### config.mk
export PLATFORM = sky130hd
export DESIGN_NAME = pipe_stage_skid
export DESIGN_NICKNAME = d
export VERILOG_FILES = /design/src/rtl/pipe_stage_skid.sv
export SDC_FILE = /design/constraint.sdc
export NUM_CORES = 1
export LEC_CHECK = 0
export CAP_MARGIN = 25
export CORE_MARGIN = 5
export CORE_UTILIZATION = 53
export DETAILED_ROUTE_END_ITERATION = 7
export PLACE_DENSITY = 0.89
export SYNTH_ARGS = -nofsm -noshare
export SYNTH_HDL_FRONTEND = slang
export SYNTH_SLANG_ARGS = --single-unit
### constraint.sdc
create_clock -name clk -period 2.97 [get_ports clk]
set_input_delay 0.891 -clock clk [delete_from_list [all_inputs] [get_ports clk]]
set_output_delay 0.891 -clock clk [all_outputs]
set_load 0.005 [all_outputs]
### src/rtl/pipe_stage_skid.sv
// Generic valid/ready pipeline stage with optional 2-entry skid buffer,
// built-in exception flush, bubble insertion, a sticky sideband and
// saturating stall/bubble performance counters.
module pipe_stage_skid #(
    parameter int unsigned DATA_W   = 128,
    parameter int unsigned STICKY_W = 1,
    parameter int unsigned SKID_EN  = 1,
    parameter int unsigned CNT_W    = 16
) (
    input  logic                clk,
    input  logic                rst,
    input  logic                flush,
    input  logic                in_valid,
    output logic                in_ready,
    input  logic [DATA_W-1:0]   in_data,
    input  logic [STICKY_W-1:0] in_sticky,
    output logic                out_valid,
    input  logic                out_ready,
    output logic [DATA_W-1:0]   out_data,
    output logic [STICKY_W-1:0] out_sticky,
    output logic [CNT_W-1:0]    stall_cnt,
    output logic [CNT_W-1:0]    bubble_cnt
);

    typedef enum logic [1:0] {
        ST_EMPTY     = 2'd0,
        ST_FULL      = 2'd1,
        ST_FULL_SKID = 2'd2
    } state_e;

    state_e              state_q, state_d;
    logic [DATA_W-1:0]   main_data_q, main_data_d;
    logic [STICKY_W-1:0] main_sticky_q, main_sticky_d;
    logic [DATA_W-1:0]   skid_data_q, skid_data_d;
    logic [STICKY_W-1:0] skid_sticky_q, skid_sticky_d;
    logic                in_ready_q, in_ready_d;
    logic [CNT_W-1:0]    stall_cnt_q, stall_cnt_d;
    logic [CNT_W-1:0]    bubble_cnt_q, bubble_cnt_d;
    logic                in_fire, out_fire;

    // Ready: registered skid-state decode with skid, otherwise pass-through;
    // flush always blocks acceptance in the same cycle.
    assign in_ready  = ((SKID_EN != 0) ? in_ready_q : (out_ready | ~out_valid)) & ~flush;
    assign out_valid = (state_q != ST_EMPTY);
    assign out_data  = main_data_q;
    assign out_sticky = main_sticky_q;
    assign stall_cnt  = stall_cnt_q;
    assign bubble_cnt = bubble_cnt_q;

    assign in_fire  = in_valid & in_ready;
    assign out_fire = out_valid & out_ready;

    // Next-state and datapath update for main register and skid entry.
    always_comb begin
        state_d       = state_q;
        main_data_d   = main_data_q;
        main_sticky_d = main_sticky_q;
        skid_data_d   = skid_data_q;
        skid_sticky_d = skid_sticky_q;

        if (flush) begin
            state_d       = ST_EMPTY;
            main_data_d   = '0;
            main_sticky_d = '0;
            skid_data_d   = '0;
            skid_sticky_d = '0;
        end else begin
            unique case (state_q)
                ST_EMPTY: begin
                    if (in_fire) begin
                        main_data_d   = in_data;
                        main_sticky_d = in_sticky;
                        state_d       = ST_FULL;
                    end
                end
                ST_FULL: begin
                    if (out_fire && in_fire) begin
                        main_data_d   = in_data;
                        main_sticky_d = in_sticky;
                    end else if (out_fire) begin
                        // Bubble: payload cleared, sideband held.
                        main_data_d = '0;
                        state_d     = ST_EMPTY;
                    end else if (in_fire && (SKID_EN != 0)) begin
                        skid_data_d   = in_data;
                        skid_sticky_d = in_sticky;
                        state_d       = ST_FULL_SKID;
                    end
                end
                ST_FULL_SKID: begin
                    if (out_fire) begin
                        main_data_d   = skid_data_q;
                        main_sticky_d = skid_sticky_q;
                        skid_data_d   = '0;
                        skid_sticky_d = '0;
                        state_d       = ST_FULL;
                    end
                end
                default: begin
                    state_d = ST_EMPTY;
                end
            endcase
        end

        in_ready_d = (state_d != ST_FULL_SKID);
    end

    // Saturating performance counters based on pre-edge handshake signals.
    always_comb begin
        stall_cnt_d  = stall_cnt_q;
        bubble_cnt_d = bubble_cnt_q;
        if (out_valid && !out_ready && (stall_cnt_q != {CNT_W{1'b1}})) begin
            stall_cnt_d = stall_cnt_q + CNT_W'(1);
        end
        if (!out_valid && out_ready && (bubble_cnt_q != {CNT_W{1'b1}})) begin
            bubble_cnt_d = bubble_cnt_q + CNT_W'(1);
        end
    end

    // State and datapath registers with synchronous reset.
    always_ff @(posedge clk) begin
        if (rst) begin
            state_q       <= ST_EMPTY;
            main_data_q   <= '0;
            main_sticky_q <= '0;
            skid_data_q   <= '0;
            skid_sticky_q <= '0;
            in_ready_q    <= 1'b1;
            stall_cnt_q   <= '0;
            bubble_cnt_q  <= '0;
        end else begin
            state_q       <= state_d;
            main_data_q   <= main_data_d;
            main_sticky_q <= main_sticky_d;
            skid_data_q   <= skid_data_d;
            skid_sticky_q <= skid_sticky_d;
            in_ready_q    <= in_ready_d;
            stall_cnt_q   <= stall_cnt_d;
            bubble_cnt_q  <= bubble_cnt_d;
        end
    end

endmodule

* Yosys cells after proc, flatten, opt, wreduce, memory -nomap -nowiden
Cells that the tools add are included.
Word-level totals: flip-flop bits (word level) 293, input bits 134, output and inout bits 163, logic and storage cells 64
Cells by class: $add $sub $neg 2, equality and inequality tests 12, mux-type cells 23, bitwise operators 4, reductions and logical operators 15
Operators by type and width (number):
- 128-bit two-way mux | 6
- 128-bit case mux with 3 select lines | 1
- 128-bit case mux with 2 select lines | 1
- 16-bit by 1-bit adder with 16-bit output, second input constant | 2
- 16-bit != test, second input constant | 2
- 2-bit != test, second input constant | 7
- 2-bit two-way mux | 6
- 4-bit AND reduction | 2
- 1-bit two-way mux | 6
- 2-bit case mux with 3 select lines | 1
- 1-bit logical AND | 5
- 5-bit AND reduction | 1
- 2-bit nonzero test | 2
- 1-bit AND | 3
- 3-bit != test, second input constant | 1
- 1-bit case mux with 3 select lines | 1
- 3-bit nonzero test | 1
- 2-bit by 1-bit == test with 1-bit output, second input constant | 1
- 2-bit == test, second input constant | 1
- 1-bit zero test | 2
- 2-bit zero test | 1
- 1-bit case mux with 2 select lines | 1
- 2-bit OR reduction | 1
- 1-bit NOT | 1

* Logic depth before layout (Yosys ltp)
Gate-level depths: netlist of run 1.
word-level depth 9, mapped depth 9, depth with buffers taken out 6

* Least setup slack after synthesis of run 1
No wires, ideal clock.
kind input port to flip-flop, start point input out_ready, end point register bubble_cnt_q[13], in the netlist bubble_cnt[13], setup time 0.070 ns, data arrival time 2.206 ns, data required time 2.900 ns, path slack 0.694 ns, stages 5, path buffers 1, cell sequence buf_4 -> and4_1 -> or4b_4 -> or4_1 -> a21oi_1
Between the ends: longest elaborated chain between the ends 2
Ends and longest elaborated chain:
- from (decl) | RTL line 18 | input logic out_ready,
- 1-bit logical AND (2 in a row) | RTL line 115 | if (!out_valid && out_ready && (bubble_cnt_q != {CNT_W{1'b1}})) begin
- to (signal assigned) | RTL line 139 | bubble_cnt_q <= bubble_cnt_d;
- to (decl) | RTL line 38 | logic [CNT_W-1:0] bubble_cnt_q, bubble_cnt_d;
Every way passes these cells. A chain may end at the register's enable or synchronous reset.

* Worst setup path in the final report of run 1
start point input flush, end point output in_ready
Between the ends: longest elaborated chain between the ends 2
Ends and longest elaborated chain:
- from (decl) | RTL line 12 | input logic flush,
- 1-bit NOT | RTL line 43 | assign in_ready = ((SKID_EN != 0) ? in_ready_q : (out_ready | ~out_valid)) & ~flush;
- 1-bit AND | RTL line 43
- to (decl) | RTL line 14 | output logic in_ready,
Every way passes these cells.

==> qor.tcl, run 1 <==
set qor(finalNonFillerCells) 1938
set qor(finalMaxSlewViolations) 0
set qor(htreeDepth) 1
set qor(end_kind) {primary output}
set qor(dp.cells) 1886
set qor(synth_enable_flop_cells) 0
set qor(globalRoute.totalOverflow) 0
set qor(die-area_mm2) 0.0256
set qor(synth_seq_area_share_pct) 49.2
set qor(chipWidth_um) 160
set qor(layout-drive-gt1-share_pct) 7.06
set qor(rsz0062_at_grt) {false}
set qor(postSynthNetCount) 1552
set qor(power_density_mw_per_mm2) 543
set qor(grt_first_pass_wirelength_um) 63600
set qor(worstPathMaxFanout) 2
set qor(crit-reg2reg-launch) {state_q[0]$_SDFF_PP0_}
set qor(cts.path.max_buffers) 3
set qor(post_synth_and_or_nand_nor_area_fraction_pct) 20.2
set qor(top_level_ports) 297
set qor(syn2layout_area_growth_pct) 36.8
set qor(dr_total_vias) 12427
set qor(layout_worst_path_cycle_share_pct) 96.2
set qor(syn-mean-instance-area_um2) 8.45
set qor(buffers_on_ports) 296
set qor(holdPathStages) 2
set qor(cpLargestDelayFamily) {buffers and inverters}
set qor(hold_viol_final) 0
set qor(cts_made_buffers) 29
set qor(yosysMostFrequentCell) {sky130_fd_sc_hd__dfxtp_1}
set qor(path_clk_slew_ns) 0.06
set qor(initial_utilization_pct) 54.3
set qor(timing.critical_path.arrival_ns) 1.97
set qor(number_of_violations_of_the_max_capacitance_limit) 0
set qor(yosysWarningCount) 0
set qor(slowest_stage) {sky130_fd_sc_hd__clkdlybuf4s50_1}
set qor(fmax_ghz) 0.350
set qor(violation_count_after_the_first_detailed_routing_iteration) 1299
set qor(postRouteAntennaNets) 0
set qor(yosysUniqueCellTypes) 53
set qor(dominantRegCellSynth) {sky130_fd_sc_hd__dfxtp_1}
set qor(crit_path_cell_trace) {clkdlybuf4s50_1 -> nor2b_1 -> clkdlybuf4s50_1}
set qor(max-slew-margin-rel_pct) 30.5
set qor(synth.cell_area_mm2) 0.0119
set qor(fin_skew_ns) 0.00972
set qor(cts_root_buffer_type) {sky130_fd_sc_hd__clkbuf_16}
set qor(via_per_inst) 6.41
set qor(setup_tns_ns) 0
set qor(placed_wire_length_estimate_um) 24700
set qor(post_synth_inst_count) 1411
set qor(drtPass1Iterations) 6
set qor(synth_top_area_share_pct) 49.2
set qor(ff2ff_path_depth) 8
set qor(synth-compound-area-share_pct) 23.6
set qor(synth_seq_cells) 293
set qor(beginning_of_the_critical_path) {flush}
set qor(final_period_minus_worst_setup_slack_ns) 2.86
set qor(antenna_found_initial) 1
set qor(wl_per_cell_um) 20.4
set qor(fp.coreArea_mm2) 0.0220
set qor(std_cell_rows) 54
set qor(via_count_of_the_first_global_routing_pass) 12122
set qor(drt_wl_total_um) 39500
set qor(grt_use_total_pct) 29.0
set qor(min_from) {skid_data_q[11]$_SDFFE_PP0P_}
set qor(cp_common_cell) {sky130_fd_sc_hd__clkdlybuf4s50_1}
set qor(place.gp.congestion) 0.870
set qor(result_of_the_run) {finished clean}
set qor(dominant_combinational_cell_family_by_area_after_synthesis) {compound AO/OA/AOI/OAI gates}
set qor(chipHeight_um) 160
set qor(critPathBufInv) 2
set qor(netlist_top_cells_count) {sky130_fd_sc_hd__dfxtp_1, sky130_fd_sc_hd__nand3_1, sky130_fd_sc_hd__a21oi_1}
set qor(worstSetupPathDepth) 3
set qor(synth_adder_area_share_pct) 0.735
set qor(clk-insertion-delay-late_ns) 0.53
set qor(setup_violations) 0
set qor(remaining_drc_errors) 0
set qor(tritoncts) {built}
set qor(synth.mux.area_fraction_pct) 0.441
set qor(path_class) {in2out}
set qor(synth_largest_area_cell) {sky130_fd_sc_hd__dfxtp_1}
set qor(synth_async_sr_flop_share_pct) 0
set qor(cts_resized) 0
set qor(min_path_type) {reg2reg}
set qor(worst_ep_required_time_ns) 2.08
set qor(start_kind) {input pin}
set qor(grt_start_max_net_pins) 132
set qor(post_cts.repair.setup_buffers) 0
set qor(cpPeakStageDelay_ns) 0.51
set qor(netlist_top_cells_area) {sky130_fd_sc_hd__dfxtp_1, sky130_fd_sc_hd__nand3_1, sky130_fd_sc_hd__a221oi_1, sky130_fd_sc_hd__a21oi_1, sky130_fd_sc_hd__o21ai_0}
set qor(num-nets-final) 1779
set qor(cts_hold_buffers) 0
set qor(post_synth_xor_area_fraction_pct) 0.147
set qor(clk_sinks) 293
set qor(max_slew.worst_pin.slew_ns) 1.03
set qor(power.leakage_nw) 5.52
set qor(ir_worst_vdd_mv) 0.432
==> power breakdown <==
part           switching (W)  internal (W)  total (W)
logic               0.000438      0.000458   0.000896
clock network        0.00153       0.00234    0.00387
registers          0.0000594       0.00402    0.00408
==> metrics by stage <==
| step | area, µm² | hold slack (ns) | util (%) | power (W) | setup slack (ns) |
|---|---|---|---|---|---|
| after detailed placement | 15300 | 0.458 | 69.7 | 0.00504 | 0.0580 |
| after global routing | 16300 | 0.484 | 74.3 | 0.00911 | 0.0486 |
| after CTS | 16300 | 0.466 | 74.2 | 0.00885 | 0.0985 |
| after global placement | 15300 | 0.453 | 69.7 | 0.00503 | 0.0889 |
| after floorplan | 11900 | 0.443 | - | 0.00449 | 0.694 |
| final | 16300 | 0.467 | 74.3 | 0.00885 | 0.113 |
==> state kept, by name, summed over array words and instances (netlist names) <==
| name | count |
|---|---|
| stall_cnt | 16 |
| in_ready_q | 1 |
| out_sticky | 1 |
| bubble_cnt | 16 |
| skid_data_q | 128 |
| out_data | 128 |
| skid_sticky_q | 1 |
| state_q | 2 |
==> cell type report <==
cell class | count | area [µm²]
multi-input cells | 953 | 5440
flip-flops and latches | 293 | 5870
clock inverters | 12 | 189
repair buffers | 347 | 3590
inverters | 14 | 55.1
diodes | 1 | 2.50
clock buffers | 38 | 810
fillers | 1502 | 5650
well taps | 280 | 350
==> routing by layer <==
metal  global-route usage [%]  up-vias  routed length (µm)
met1                     37.7     5928               15400
li1                         -     5681                   -
met4                     9.07        0                1110
met5                        0        -                   0
met2                     48.6      728               19300
met3                     6.29       90                3720
==> cells by family after synthesis <==
group / after synthesis
adder cells (fa/ha/maj): 7
AND/OR/NAND/NOR: 491
buffers and inverters: 165
XOR/XNOR: 2
multiplexers: 5
AO/OA/AOI/OAI: 448
flip-flops: 293
==> cells in the final DEF, fill, tap and decap left out, types with 3 or more instances in the layout <==
cell                              Yosys  routed
sky130_fd_sc_hd__and3_1               4       3
sky130_fd_sc_hd__a21oi_1            152     152
sky130_fd_sc_hd__mux2i_1              3       3
sky130_fd_sc_hd__buf_4                2      30
sky130_fd_sc_hd__a211oi_1             3       3
sky130_fd_sc_hd__or4_1               10      10
sky130_fd_sc_hd__clkinv_2             0       6
sky130_fd_sc_hd__nor2b_1              3       3
sky130_fd_sc_hd__nor4_1               3       3
sky130_fd_sc_hd__clkbuf_8             0       5
sky130_fd_sc_hd__nand4_1              4       4
sky130_fd_sc_hd__clkdlybuf4s50_1      0     296
sky130_fd_sc_hd__or3_1               12      12
sky130_fd_sc_hd__o31ai_1             11      11
sky130_fd_sc_hd__dfxtp_1            293     293
sky130_fd_sc_hd__bufinv_16            0       5
sky130_fd_sc_hd__clkbuf_1            89       4
sky130_fd_sc_hd__nand2b_1             3       3
sky130_fd_sc_hd__a221oi_1           128     128
sky130_fd_sc_hd__ha_1                 7       7
sky130_fd_sc_hd__o41ai_1              4       4
sky130_fd_sc_hd__nand2_1              9       9
sky130_fd_sc_hd__inv_1               14      13
sky130_fd_sc_hd__o21ai_0            137     136
sky130_fd_sc_hd__nor3_1               8       8
sky130_fd_sc_hd__clkbuf_16            0      29
sky130_fd_sc_hd__nor2_1             144     143
sky130_fd_sc_hd__nand3_1            269     268
sky130_fd_sc_hd__buf_12               0      20
==> worst reg2reg max path: cells and delay by family, from the launching register on <==
kind / cells / cell delay [ns]
buffers and inverters: 3 / 0.49
AND/OR/NAND/NOR: 2 / 0.57
adder cells (fa/ha/maj): 1 / 0.34
AO/OA/AOI/OAI: 2 / 0.46
flip-flops: 1 / 0.46
==> final timing paths <==
kind | to | slack [ns]
worst min-delay path | skid_data_q[11]$_SDFFE_PP0P_ | 0.47
worst max register to register | out_data[52]$_SDFFE_PP0P_ | 0.53
worst max-delay path | in_ready | 0.11
worst min register to register | skid_data_q[11]$_SDFFE_PP0P_ | 0.47
Power figures use the tool's default switching activity.
==> inputs of run 2 (changes only) <==
CORE_UTILIZATION = 55   (was 53)
DONT_BUFFER_PORTS = 1   (was unset)
PLACE_DENSITY = 0.74   (was 0.89)
clock period = 2.8 ns   (was 2.97 ns; I/O delays follow)
==> qor.tcl, run 2 (same netlist as run 1, synthesis figures left out) <==
set qor(cts_hold_buffers) 0 ;# unchanged
set qor(layout_common_cells) {sky130_fd_sc_hd__dfxtp_1, sky130_fd_sc_hd__nand3_1, sky130_fd_sc_hd__a21oi_1}
set qor(p_switching_w) 0.00195 ;# -4.3%
set qor(fin_skew_ns) 0.0119 ;# +0.00216 ns
set qor(start_kind) {flip-flop}
set qor(final_critical_path_setup_slack_ns) 0.307 ;# +0.194 ns
set qor(end_kind) {primary output}
set qor(beginning_of_the_critical_path) {state_q[0]$_SDFF_PP0_}
set qor(crit_end) {out_valid}
set qor(num-nets-final) 1456 ;# -18%
set qor(die-area_mm2) 0.0247 ;# -3.4%
set qor(wl_per_cell_um) 21.6 ;# +5.8%
set qor(layout-drive-gt1-share_pct) 6.39 ;# -0.67 points
set qor(netSwitchingFraction_pct) 23.1 ;# +0.19 points
set qor(drt_wl_total_um) 34700 ;# -12%
set qor(post_cts.repair.setup_buffers) 0 ;# unchanged
set qor(grt_start_max_net_pins) 97 ;# -27%
set qor(min_path_type) {in2reg}
set qor(combPwrFrac_pct) 5.5 ;# -4.6 points
set qor(crit_path_cell_trace) {inv_1 -> ha_1 -> inv_1}
set qor(crit-reg2reg-launch) {state_q[0]$_SDFF_PP0_}
set qor(grt_first_pass_wirelength_um) 53700 ;# -16%
set qor(finalMaxSlewViolations) 0 ;# unchanged
set qor(std_cell_rows) 53 ;# -1.9%
set qor(worst_ep_required_time_ns) 1.96 ;# -0.12 ns
set qor(grt_use_total_pct) 25.9 ;# -3.1 points
set qor(cpPeakStageDelay_ns) 0.46 ;# -0.05 ns
set qor(remaining_drc_errors) 0 ;# unchanged
set qor(place.gp.congestion) 0.799 ;# -8.2%
set qor(htreeDepth) 1 ;# unchanged
set qor(setup_violations) 0 ;# unchanged
set qor(cts_root_buffer_type) {sky130_fd_sc_hd__clkbuf_16}
set qor(power.leakage_nw) 4.23 ;# -24%
set qor(path_clk_slew_ns) 0.06 ;# about the same
set qor(path_class) {reg2out}
set qor(dp.cells) 1559 ;# -17%
set qor(drtPass1Iterations) 6 ;# unchanged
set qor(final.fill_count) 1855 ;# +24%
set qor(crit-reg2reg-capture) {skid_data_q[111]$_SDFFE_PP0P_}
set qor(syn2layout_area_growth_pct) 8.45
set qor(cts_made_buffers) 29 ;# unchanged
set qor(post-place-ws_ns) 0.340 ;# +0.282 ns
set qor(violation_count_after_the_first_detailed_routing_iteration) 892 ;# -31%
set qor(slowest_stage) {sky130_fd_sc_hd__dfxtp_1}
set qor(ir_worst_vdd_mv) 0.440 ;# +2.0%
set qor(chipWidth_um) 157 ;# -1.7%
set qor(chipHeight_um) 157 ;# -1.7%
set qor(placed_wire_length_estimate_um) 20200 ;# -18%
set qor(fmax_ghz) 0.401
set qor(worstPathMaxFanout) 10 ;# +8
set qor(timing.critical_path.arrival_ns) 1.65 ;# -0.32 ns
set qor(result_of_the_run) {finished clean}
set qor(power.share.clock_pct) 42.7 ;# -1.1 points
set qor(max-slew-margin-rel_pct) 45.6 ;# +15 points
set qor(fp.coreArea_mm2) 0.0212 ;# -3.7%
set qor(tritoncts) {built}
set qor(initial_utilization_pct) 56.4 ;# +2.1 points
set qor(number_of_violations_of_the_max_capacitance_limit) 0 ;# unchanged
set qor(antenna_found_initial) 0 ;# -1
set qor(postRouteAntennaNets) 0 ;# unchanged
set qor(max_slew.worst_pin.slew_ns) 0.815 ;# -0.217 ns
set qor(power_density_mw_per_mm2) 650 ;# +20%
set qor(clk_sinks) 293 ;# unchanged
set qor(setup_tns_ns) 0 ;# unchanged
set qor(globalRoute.totalOverflow) 0 ;# unchanged
set qor(cell_internal_pwr_w) 0.00646 ;# -5.3%
set qor(hold_viol_final) 0 ;# unchanged
set qor(via_count_of_the_first_global_routing_pass) 9705 ;# -20%
set qor(top_level_ports) 297 ;# unchanged
set qor(dr_total_vias) 10723 ;# -14%
set qor(finalNonFillerCells) 1606 ;# -17%
set qor(clk-insertion-delay-late_ns) 0.54 ;# about the same
set qor(cts_resized) 0 ;# unchanged
set qor(minimum_setup_slack_among_reg_to_reg_paths_ns) 0.31 ;# -0.22 ns
set qor(mostFrequentLayoutCell) {sky130_fd_sc_hd__dfxtp_1}
set qor(final_period_minus_worst_setup_slack_ns) 2.49
set qor(rsz0062_at_grt) {false}
set qor(ff2ff_path_depth) 7 ;# -1
set qor(cts.path.max_buffers) 3 ;# unchanged
set qor(antenna_cells_inserted) 0 ;# -1
set qor(layout_worst_path_cycle_share_pct) 89.0
set qor(via_per_inst) 6.68 ;# +4.1%
set qor(buffers_on_ports) 0 ;# -100%
set qor(power.share.sequential_pct) 51.8 ;# +5.7 points
set qor(cp_common_cell) {sky130_fd_sc_hd__inv_1}
-- run 2: cell count changes in the layout (fill, tap and decap cells not counted), moves of 2 or more --
cell and change:
sky130_fd_sc_hd__clkinv_2 -2, sky130_fd_sc_hd__clkdlybuf4s50_1 -296, sky130_fd_sc_hd__bufinv_16 -5, sky130_fd_sc_hd__clkbuf_1 +3, sky130_fd_sc_hd__buf_12 -6, sky130_fd_sc_hd__buf_4 -20
-- run 2: routing by layer --
layer	part of all wire, %	vias up	wire (µm)	track usage [%]
met5	0	-	0	0
met4	2.9	0	1020	7.37
met3	12	57	4080	9.35
met2	47	531	16200	40.7
met1	39	5108	13400	33.9
li1	-	5027	-	-
-- run 2: how the worst min path moves through the flow --
stage / startpoint / slack [ns] / to / cells after the start
2_1_floorplan: skid_sticky_q$_SDFFE_PP0P_ / 0.44 / skid_sticky_q$_SDFFE_PP0P_ / 2
3_3_place_gp: skid_sticky_q$_SDFFE_PP0P_ / 0.45 / skid_sticky_q$_SDFFE_PP0P_ / 2
3_5_place_dp: skid_data_q[52]$_SDFFE_PP0P_ / 0.46 / skid_data_q[52]$_SDFFE_PP0P_ / 2
4_1_cts: rst / 0.35 / stall_cnt[6]$_SDFFE_PP0P_ / 1
5_1_grt: rst / 0.34 / bubble_cnt[3]$_SDFFE_PP0P_ / 1
6_report: rst / 0.36 / stall_cnt[2]$_SDFFE_PP0P_ / 1
-- run 2: final cells by class --
class,count,area [µm²],share of cell area (%)
Multi-Input combinational cell,953,5450,42.1
Tap cell,275,344,2.66
Sequential cell,293,5870,45.4
Timing Repair Buffer,24,355,2.75
Clock inverter,5,28.8,0.223
Inverter,14,55.1,0.426
Clock buffer,42,835,6.45
-- run 2: power by group through the flow --
stage          registers (W)  logic, W  clock network, W
5_1_grt              0.00436  0.000516           0.00381
3_5_place_dp         0.00444  0.000460                 0
3_3_place_gp         0.00444  0.000455                 0
4_1_cts              0.00435  0.000463           0.00364
6_report             0.00435  0.000464           0.00359
2_1_floorplan        0.00441  0.000357                 0
-- run 2: critical path: cells and delay by family (launching register included) --
| kind | cells | cell delay, ns |
|---|---|---|
| adders and majority gates | 1 | 0.34 |
| buffers and inverters | 2 | 0.31 |
| DFF | 1 | 0.46 |
-- run 2: metrics by stage --
| stage | power [W] | util (%) | hold slack, ns | cell area [µm²] |
|---|---|---|---|---|
| global placement | 0.00490 | 57.0 | 0.451 | 12100 |
| finish | 0.00840 | 61.1 | 0.362 | 12900 |
| floorplan | 0.00477 | - | 0.443 | 11900 |
| detailed placement | 0.00490 | 57.0 | 0.458 | 12100 |
| global route | 0.00869 | 61.1 | 0.345 | 12900 |
| CTS | 0.00846 | 61.1 | 0.346 | 12900 |
